**config.mk**
```make
export PLATFORM = sky130hd
export DESIGN_NAME = reg_wb_sched
export DESIGN_NICKNAME = d
export VERILOG_FILES = /design/src/rtl/sc_sched_pkg.sv /design/src/rtl/rr_arbiter3.sv /design/src/rtl/reg_wb_sched.sv
export SDC_FILE = /design/constraint.sdc
export NUM_CORES = 1
export LEC_CHECK = 0
export CAP_MARGIN = 20
export CORE_ASPECT_RATIO = 0.75
export CORE_MARGIN = 2
export CORE_UTILIZATION = 55
export CTS_CLUSTER_SIZE = 25
export DETAILED_ROUTE_END_ITERATION = 12
export DONT_BUFFER_PORTS = 1
export PLACE_DENSITY = 0.7
export SLEW_MARGIN = 20
export SYNTH_ARGS = -nofsm -noshare
export SYNTH_HDL_FRONTEND = slang
export SYNTH_SLANG_ARGS = --single-unit
```
**constraint.sdc**
```tcl
create_clock -name clk -period 3.7 [get_ports clk]
set_input_delay 0.74 -clock clk [delete_from_list [all_inputs] [get_ports clk]]
set_output_delay 0.74 -clock clk [all_outputs]
set_load 0.01 [all_outputs]
```
**src/rtl/sc_sched_pkg.sv**
```systemverilog
// Shared types and constants for the register write-back scheduler.
package sc_sched_pkg;
  localparam int NREQ  = 3;
  localparam int CNT_W = 2;

  typedef logic [CNT_W-1:0] pend_cnt_t;
  localparam pend_cnt_t PEND_MAX = 2'd3;

  typedef enum logic [1:0] {
    REQ_ALU = 2'd0,
    REQ_LW  = 2'd1,
    REQ_DBG = 2'd2
  } req_id_e;

  // Successor in the 3-way rotation (mod 3).
  function automatic req_id_e next_id(input req_id_e id);
    case (id)
      REQ_ALU: next_id = REQ_LW;
      REQ_LW:  next_id = REQ_DBG;
      default: next_id = REQ_ALU;
    endcase
  endfunction
endpackage

```
**src/rtl/rr_arbiter3.sv**
```systemverilog
// 3-way round-robin arbiter: priority pointer plus combinational one-hot grant.
module rr_arbiter3
  import sc_sched_pkg::*;
(
  input  logic            clk,
  input  logic            reset,
  input  logic [NREQ-1:0] valid,
  output logic [NREQ-1:0] grant,
  output req_id_e         winner,
  output logic            any
);
  req_id_e ptr, c1, c2;

  always_comb begin
    c1     = next_id(ptr);
    c2     = next_id(c1);
    winner = ptr;
    any    = 1'b1;
    if (valid[ptr])     winner = ptr;
    else if (valid[c1]) winner = c1;
    else if (valid[c2]) winner = c2;
    else                any    = 1'b0;
    grant = any ? (NREQ'(1) << winner) : '0;
  end

  always_ff @(posedge clk or posedge reset) begin
    if (reset)    ptr <= REQ_ALU;
    else if (any) ptr <= next_id(winner);
  end
endmodule

```
**src/rtl/reg_wb_sched.sv**
```systemverilog
// Write-back scheduler: round-robin write-port sharing, registered write stage,
// per-register pending scoreboard. Optional bypass under REG_WB_SCHED_BYPASS_EN.
module reg_wb_sched
  import sc_sched_pkg::*;
#(
  parameter int REG_INDEX_BIT_WIDTH = 4,
  parameter int DBITS               = 32,
  parameter int NREGS               = 2**REG_INDEX_BIT_WIDTH
) (
  input  logic                                clk,
  input  logic                                reset,
  input  logic [NREQ-1:0]                     req_valid,
  output logic [NREQ-1:0]                     req_ready,
  input  logic [NREQ*REG_INDEX_BIT_WIDTH-1:0] req_idx,
  input  logic [NREQ*DBITS-1:0]               req_data,
  input  logic                                iss_valid,
  input  logic [REG_INDEX_BIT_WIDTH-1:0]      iss_rd,
  output logic                                iss_ready,
  input  logic [REG_INDEX_BIT_WIDTH-1:0]      rs1,
  input  logic [REG_INDEX_BIT_WIDTH-1:0]      rs2,
  output logic                                hazard,
  output logic                                wr_en,
  output logic [REG_INDEX_BIT_WIDTH-1:0]      wr_idx,
  output logic [DBITS-1:0]                    wr_data,
  output logic                                fwd1_en,
  output logic                                fwd2_en,
  output logic [DBITS-1:0]                    fwd_data,
  output logic [NREGS-1:0]                    busy
);
  localparam int RW = REG_INDEX_BIT_WIDTH;

  req_id_e   winner;
  logic      any;
  pend_cnt_t cnt [NREGS];

  rr_arbiter3 u_arb (
    .clk    (clk),
    .reset  (reset),
    .valid  (req_valid),
    .grant  (req_ready),
    .winner (winner),
    .any    (any)
  );

  // The register file always consumes this stage; no backpressure.
  always_ff @(posedge clk or posedge reset) begin
    if (reset) begin
      wr_en   <= 1'b0;
      wr_idx  <= '0;
      wr_data <= '0;
    end else begin
      wr_en <= any;
      if (any) begin
        wr_idx  <= req_idx[int'(winner)*RW +: RW];
        wr_data <= req_data[int'(winner)*DBITS +: DBITS];
      end
    end
  end

  assign iss_ready = (cnt[iss_rd] != PEND_MAX);

  for (genvar r = 0; r < NREGS; r++) begin : g_sb
    logic inc, dec;
    assign inc = iss_valid & iss_ready & (iss_rd == RW'(r));
    // A write to an idle register (e.g. debug) must not underflow.
    assign dec = wr_en & (wr_idx == RW'(r)) & (cnt[r] != '0);
    assign busy[r] = (cnt[r] != '0);

    always_ff @(posedge clk or posedge reset) begin
      if (reset)            cnt[r] <= '0;
      else if (inc && !dec) cnt[r] <= cnt[r] + 1'b1;
      else if (dec && !inc) cnt[r] <= cnt[r] - 1'b1;
    end
  end

`ifdef REG_WB_SCHED_BYPASS_EN
  // Only the last outstanding write may be forwarded; older pending ones still stall.
  assign fwd1_en = wr_en & (wr_idx == rs1) & (cnt[rs1] == CNT_W'(1));
  assign fwd2_en = wr_en & (wr_idx == rs2) & (cnt[rs2] == CNT_W'(1));
`else
  assign fwd1_en = 1'b0;
  assign fwd2_en = 1'b0;
`endif

  assign fwd_data = wr_data;
  assign hazard   = (busy[rs1] & ~fwd1_en) | (busy[rs2] & ~fwd2_en);
endmodule

```
; ---- Word-level counts from Yosys, hierarchy flattened
; Index checks and enable logic that the tools add are counted.
[classes]
reduce_logical = 101
shift = 3
n_lt_le_gt_ge = 6
eq_ne = 34
n_mux = 55
addsub = 32
n_bitwise = 51
[ops]
columns = operator, count
row1 = variable part select 96 x 8 -> 32 bit, 1
row2 = two-way mux 2 bit, 37
row3 = "equality test 4 bit, second input constant", 16
row4 = nonzero test 2 bit, 32
row5 = AND 1 bit, 49
row6 = "adder 2 x 1 -> 2 bit, second input constant", 16
row7 = "equality test 4 x 3 -> 1 bit, second input constant", 8
row8 = logical AND 1 bit, 32
row9 = logical NOT 1 bit, 32
row10 = "subtractor 2 x 1 -> 2 bit, second input constant", 16
row11 = "equality test 4 x 2 -> 1 bit, second input constant", 4
row12 = case mux 2 bit (2 select lines), 3
row13 = variable part select 12 x 5 -> 4 bit, 1
row14 = "< comparator 4 x 5 -> 1 bit, second input constant", 2
row15 = "< comparator 2 x 3 -> 1 bit, second input constant", 3
row16 = binary-select mux 1 bit (select 4 bit), 2
row17 = binary-select mux 2 bit (select 4 bit), 1
row18 = "equality test 4 x 1 -> 1 bit, second input constant", 2
row19 = logical NOT 4 bit, 2
row20 = two-way mux 1 bit, 8
row21 = binary-select mux 1 bit (select 2 bit), 3
row22 = "equality test 2 x 1 -> 1 bit, second input constant", 3
row23 = logical NOT 2 bit, 3
row24 = "greater-or-equal comparator 5 bit, second input constant", 1
row25 = other kinds (5), 5
[word_totals]
output_inout_bits = 92
elab_cells = 302
in_bits = 126
register_bits = 71

; ---- Longest topological paths before layout
; Gate-level depths: netlist of the first run.
[depth]
ltp_word = 11
ltp_mapped = 11
mapped_depth_nobuf = 9

; ---- Modules after synthesis
; Synthesis of the first run repeated with hierarchy kept, for this count alone.
[hier_totals]
cells_unflattened = 559
hier_area_um2 = 4819.6
[by_module_without_submodules]
columns = mod, area_per_inst_um2, seq_area_each_um2, instances, cells_per_inst
row1 = reg_wb_sched, 4595.7, 1726.7, 1, 530
row2 = rr_arbiter3, 224.0, 50.0, 1, 29

; ---- Least setup slack after synthesis of the first run
; No wires, ideal clock.
[synth_timing]
kind = input-to-output
start = input rs2[1]
end = output hazard
arrival_ns = 2.000
path_buffers = 1
required_ns = 2.960
path_slack_ns = 0.960
cell_stages = 6
path_cell_list = clkbuf_1 -> nor2b_1 -> a221oi_1 -> o21ai_0 -> o221ai_1 -> or4_1
[synth_via]
elab_chain_cells = 3
[synth_lines]
columns = element, line_no
row1 = from (decl), reg_wb_sched.sv:20  ; input logic [REG_INDEX_BIT_WIDTH-1:0] rs2,
row2 = binary-select mux 1 bit (select 4 bit), reg_wb_sched.sv:86  ; assign hazard = (busy[rs1] & ~fwd1_en) | (busy[rs2] & ~fwd2_en);
row3 = two-way mux 1 bit (not written as such), reg_wb_sched.sv:86
row4 = OR 1 bit, reg_wb_sched.sv:86
row5 = to (decl), reg_wb_sched.sv:21  ; output logic hazard,
; No other way between the ends. The select of a mux whose other input is x is not followed.

; ---- Worst setup path in the final report of the first run
[layout_timing]
start = register cnt[8] in the netlist's numbering
end = output hazard
[layout_via]
elab_chain_cells = 4
elab_cells_between_ends = 6
classes_between = mux: 4 / bitwise: 1 / reduce/logical: 1
[layout_lines]
columns = element, line_no
row1 = from (decl), reg_wb_sched.sv:34  ; pend_cnt_t cnt [NREGS];
row2 = "from (signal, indexed assignment)", reg_wb_sched.sv:71  ; else if (inc && !dec) cnt[r] <= cnt[r] + 1'b1;
row3 = "from (signal, indexed assignment)", reg_wb_sched.sv:72  ; else if (dec && !inc) cnt[r] <= cnt[r] - 1'b1;
row4 = nonzero test 2 bit (*), reg_wb_sched.sv:67  ; assign busy[r] = (cnt[r] != '0);
row5 = named net busy[11], reg_wb_sched.sv:28  ; output logic [NREGS-1:0] busy
row6 = binary-select mux 1 bit (select 4 bit), reg_wb_sched.sv:86
row7 = two-way mux 1 bit (not written as such), reg_wb_sched.sv:86
row8 = OR 1 bit (*), reg_wb_sched.sv:86
; Mark *: on every way through the listed nets, which the timed path passes. The rest lies on a longest branch. The select of a mux whose other input is x is not followed.

==> impl_metrics.csv, run 1 <==
group,metric,value,unit
critical_path,crit_fanout,4,
power,p_clk_share,19.0,%
timing,fin_crit,2.89,ns
synth,synth-seq-cells,71,
clock_tree,cts_buffer_depth,2,
critical_path,start_kind,"register",
synth,ys_warn_count,0,
die,start_util,57.8,%
synth,yosysSeqAreaShare,38.3,%
die,fp.dieW,110,um
grt,grt_antenna_before_repair,0,
clock_tree,post_cts_buffers,0,
timing,finalClockSkew,0.0185,ns
die,dieArea,0.00919,mm^2
timing,worst_pin_slew,1.03,ns
clock_tree,clock-sinks,71,
timing,rsz0062_at_grt,"false",
synth,synth_cell_types,53,
power,power_leakage,1.91,nW
place,gp_congestion,0.971,
clock_tree,tritoncts,"yes",
grt,grt_use_total,26.5,%
clock_tree,htree_levels,3,
route,drt_wl_total,12100,um
power,ir_drop,0.306,mV
final_layout,n_fill_cell,731,
die,rows,28,
clock_tree,cts_resized,0,
place,dp_cells,567,
route,ant_nets,0,
timing,setup_viol,0,
route,dr.pass1.iters,5,
clock_tree,cts.clk_slew.worst_paths,0.09,ns
flow_run,cap_violations,0,
synth,syn_area_per_cell,8.99,um^2
route,vias_per_cell,6.47,
critical_path,worstPathRequired,2.96,ns
timing,max_freq,347,MHz
place,pre_cts_slack,1.01,ns
clock_tree,clockRootBuffer,"clkbuf_8",
critical_path,critical_path_class,"register to output pin",
timing,setup_ws,0.815,ns
synth,syn_inst,516,
timing,min_period_over_period,78.0,%
critical_path,cp.arrival,2.15,ns
final_layout,area_growth,-0.458,%
synth,ys_top_cells_by_count,"dfrtp_1 (71), nor2_1 (64), buf_4 (34)",
synth,synth.area.top_cells,"dfrtp_1 (38%), xor2_1 (6.0%), buf_4 (5.5%)",
synth,synth.most_common_cell,"dfrtp_1",
synth,synth_area,0.00464,mm^2
synth,synth_area_leader_cell,"dfrtp_1",
synth,synth-edff-count,0,
timing,setup_tns,0,ns
route,wl_per_cell,20.8,um
place,hpwl,9310,um
timing,finalHoldViolations,0,
final_layout,fin_util,57.6,%
min_path,min_path_type,"primary input to asynchronous set/reset pin",
final_layout,drive_gt1_share,6.71,%
route,vias,3764,
final_layout,layout.nets,615,
timing,drv_slew,0,
die,core-area,0.00802,mm^2
synth,synthFlopType,"dfrtp_1",
grt,grt_pass1_wl,18900,um
power,p_switching,1.38,mW
route,drc,0,
outcome,status,"complete, no violations",
critical_path,critPathCaptureType,"output pin",
timing,worst_hold_slack,0.341,ns
grt,gr-total-overflow,0,
route,drt_iter0_drc,283,
clock_tree,clock_latency,0.35,ns
clock_tree,cts_hold_buf,0,
timing,slew_headroom,31.5,%
power,p_sw_share,43.2,%
grt,grt_max_degree,44,
place,port_buffers,0,
final_layout,fin_cells,582,
power,pwr-share-seq,48.7,%
die,io_pins,218,
power,p_int,1.82,mW
synth,synth_async_sr_flop_share,100,%
power,power_density,692,mW/mm^2
power,pwr-share-comb,32.4,%
final_layout,antenna_cells,0,
clock_tree,numCtsBuffers,9,
grt,grt_pass1_vias,3544,
synth,synth_top_area_share,38.3,%
die,die_h,83.5,um
## placed cells by master (no fill, tap or decap), types with 2 or more instances in the layout
master,netlist,final
nand2b_1,6,6
o21ai_0,23,23
nor3b_1,3,3
conb_1,1,2
or2_2,7,7
a211oi_1,2,2
nor2b_1,6,6
nand2_1,29,29
clkinv_2,0,3
nor2_1,64,64
inv_2,1,2
xnor2_1,16,16
o2111ai_1,3,3
o21ai_1,5,5
nor4_1,4,4
clkbuf_8,0,9
a221o_1,22,22
nand4_1,5,5
clkinv_4,0,2
a31oi_1,15,15
dfrtp_1,71,71
buf_4,34,4
a22oi_1,3,3
a22o_1,22,22
a21oi_1,19,19
a32oi_1,3,3
ha_1,16,16
inv_1,17,16
o21bai_1,2,2
xor2_1,32,32
and2_1,2,2
and3_1,3,3
nor3_1,6,5
nand3_1,27,27
mux2i_1,5,5
## worst max-delay path, stage by stage (launching register included)
cell and delay [ns]:
dfrtp_1 0.43, or2_2 0.39, o22a_1 0.23, o2111ai_1 0.10, nand4_1 0.11, or4_1 0.54
## flip-flops by register name, indices dropped and copies added, names as in the netlist
name       cells
fwd_data      32
u_arb.ptr      2
cnt           32
wr_en          1
wr_idx         4
## cell type report
class	count	area, um^2	share of cell area (%)
tap	105	131	2.84
clock inverter	6	62.6	1.35
multi-input combinational	368	2420	52.5
timing repair buffer	4	30.0	0.650
clock buffer	9	124	2.68
sequential	71	1780	38.5
inverter	19	71.3	1.54
## final timing paths
kind | from | to | slack, ns | cells after the start
min in group clk | cnt[11] | cnt[11] | 0.50 | 1
setup reg to reg | wr_idx[0] | cnt[23] | 1.42 | 6
setup / recovery | cnt[8] | hazard | 0.81 | 5
hold / removal | reset | cnt[12] | 0.34 | 1
max in group asynchronous | reset | fwd_data[7] | 2.39 | 2
hold reg to reg | cnt[11] | cnt[11] | 0.50 | 1
## per-layer routing
layer / wire, um / global-route usage [%] / share of wire (%) / up-vias
met3: 1080 / 7.96 / 8.9 / 21
met2: 5690 / 40.9 / 47 / 176
met4: 207 / 7.94 / 1.7 / 0
met5: 0 / 0 / 0 / -
met1: 5150 / 35.8 / 42 / 1845
li1: - / - / - / 1722
## logic make-up after synthesis
| group | Yosys count | synth area share [%] |
|---|---|---|
| compound gates | 130 | 20.2 |
| xor+xnor | 48 | 9.06 |
| fa+ha+maj | 16 | 4.31 |
| buf+inv | 78 | 9.68 |
| flops | 71 | 38.3 |
| mux | 6 | 1.56 |
| other cells | 1 | 0.0808 |
| simple gates | 166 | 16.8 |
## power by group through the flow
stage / sequential, mW / clock [mW] / combinational (mW)
floorplan: 1.39 / 0 / 1.04
global placement: 1.56 / 0 / 1.01
detailed placement: 1.57 / 0 / 1.03
CTS: 1.56 / 0.623 / 1.04
global route: 1.61 / 0.657 / 1.15
finish: 1.56 / 0.606 / 1.03
## stage by stage
stage / instance area [um^2] / power, mW
6_report: 4620 / 3.20
5_1_grt: 4620 / 3.42
4_1_cts: 4620 / 3.22
3_5_place_dp: 4430 / 2.60
3_3_place_gp: 4430 / 2.57
2_1_floorplan: 4640 / 2.42
(Power assumes the default switching activity.)
==> inputs of run 2 (changes only) <==
==> constraint.sdc (replaced) <==
create_clock -name clk -period 2.7 [get_ports clk]
set_input_delay 0.54 -clock clk [delete_from_list [all_inputs] [get_ports clk]]
set_output_delay 0.54 -clock clk [all_outputs]
set_load 0.01 [all_outputs]
==> impl_metrics.csv, run 2 (synthesized netlist as in run 1, its figures left out) <==
group,metric,value,unit
critical_path,critPathMaxStageDelay,0.47,ns
final_layout,final_cell_mix,"dfrtp_1 (71), nor2_1 (64), xor2_1 (32)",
timing,drv_slew,0,
min_path,min_path_type,"primary input to asynchronous set/reset pin",
power,power_leakage,1.95,nW
critical_path,worstPathRequired,2.16,ns
critical_path,slowest_stage,"or4_4",
timing,setup_viol,0,
critical_path,cp.arrival,2.07,ns
die,dieArea,0.00919,mm^2
clock_tree,cts_hold_buf,0,
route,drt_iter0_drc,243,
route,drc,0,
timing,rsz0062_at_grt,"false",
final_layout,area_growth,1.19,%
power,pwr-share-seq,46.8,%
route,drt_wl_total,12100,um
grt,gr-total-overflow,0,
die,fp.dieW,110,um
final_layout,fin_util,58.5,%
critical_path,crit_chain,"or2_2 > o311ai_0 > nand4_1 > or4_4",
grt,grt_pass1_wl,19000,um
route,wl_per_cell,20.7,um
final_layout,antenna_cells,0,
critical_path,r2r_cells,9,
grt,grt_max_degree,43,
die,rows,28,
grt,grt_antenna_before_repair,0,
timing,finalClockSkew,0.0134,ns
critical_path,crit_fanout,4,
flow_run,cap_violations,0,
power,p_clk_share,21.2,%
timing,fin_crit,2.61,ns
final_layout,n_fill_cell,726,
clock_tree,tritoncts,"yes",
timing,finalHoldViolations,0,
clock_tree,cts.clk_slew.worst_paths,0.08,ns
power,p_int,2.63,mW
critical_path,critical_path_class,"register to output pin",
critical_path,rr_startpoint,"cnt[8]",
clock_tree,clockRootBuffer,"clkbuf_8",
power,pwr-share-comb,32.0,%
critical_path,critPathCaptureType,"output pin",
place,gp_congestion,0.978,
clock_tree,numCtsBuffers,9,
die,core-area,0.00802,mm^2
power,power_density,963,mW/mm^2
die,die_h,83.5,um
route,vias_per_cell,6.43,
final_layout,layout.nets,618,
grt,grt_use_total,26.5,%
clock_tree,clock_latency,0.34,ns
die,start_util,57.8,%
outcome,status,"complete, no violations",
route,ant_nets,0,
place,hpwl,9210,um
timing,max_freq,383,MHz
timing,worst_pin_slew,0.885,ns
timing,slew_headroom,41.0,%
critical_path,r2r_end,"cnt[15]",
timing,setup_tns,0,ns
power,ir_drop,0.471,mV
critical_path,r2r_setup_slack,0.57,ns
die,io_pins,218,
power,p_sw_share,41.8,%
place,port_buffers,0,
clock_tree,htree_levels,3,
clock_tree,cts_buffer_depth,2,
route,dr.pass1.iters,5,
critical_path,start_kind,"register",
route,vias,3770,
clock_tree,clock-sinks,71,
final_layout,final_common_cell,"dfrtp_1",
power,p_switching,1.89,mW
grt,grt_pass1_vias,3740,
final_layout,drive_gt1_share,7.69,%
timing,min_period_over_period,96.7,%
==> run 2: area by class of cell <==
class | instances | area (um^2) | area share, %
clock buffer | 11 | 141 | 3.01
clock inverter | 5 | 81.3 | 1.73
inverter | 19 | 71.3 | 1.52
multi-input combinational | 368 | 2430 | 51.7
sequential | 71 | 1780 | 37.8
tap | 105 | 131 | 2.80
timing repair buffer | 7 | 65.1 | 1.39
==> run 2: worst max-delay path by stage <==
stage	start	end	slack (ns)
finish	cnt[30]	hazard	0.09
global route	u_arb.ptr[1]	req_ready[0]	0.02
CTS	cnt[8]	hazard	0.04
detailed placement	rs2[1]	hazard	0.39
global placement	cnt[30]	hazard	0.44
floorplan	reset	cnt[0]	0.36
==> run 2: per-layer routing <==
layer | vias to the layer above | part of all wire, % | GRT usage, %
li1 | 1739 | - | -
met1 | 1826 | 43 | 35.4
met2 | 185 | 47 | 41.1
met3 | 20 | 8.1 | 8.27
met4 | 0 | 1.7 | 7.71
met5 | - | 0 | 0
==> run 2: power groups by stage <==
stage	combinational [mW]	sequential [mW]	clock [mW]
finish	1.44	2.12	0.959
global placement	1.38	2.11	0
detailed placement	1.42	2.14	0
floorplan	1.42	1.90	0
CTS	1.44	2.12	0.989
global route	1.61	2.19	1.03
==> run 2: repair_timing <==
| item | 4_1_cts | 5_1_grt |
|---|---|---|
| buffers inserted | 0 | 0 |
| resized for setup | 0 | 2 |
| setup endpoints to repair | 0 | 2 |
==> run 2: per-stage QoR <==
stage	setup slack (ns)	total power, mW	hold WS (ns)	cell area [um^2]	instances
3_5_place_dp	0.392	3.56	0.473	4470	570
2_1_floorplan	0.360	3.32	0.448	4640	517
5_1_grt	0.0181	4.82	0.192	4690	586
4_1_cts	0.0390	4.55	0.160	4690	586
6_report	0.0893	4.52	0.162	4690	586
3_3_place_gp	0.439	3.50	0.460	4470	570
==> run 2: worst max-delay path, delay by kind of cell, from the launching register on <==
kind,cells,cell delay (ns)
flops,1,0.43
simple gates,3,0.97
compound gates,1,0.32
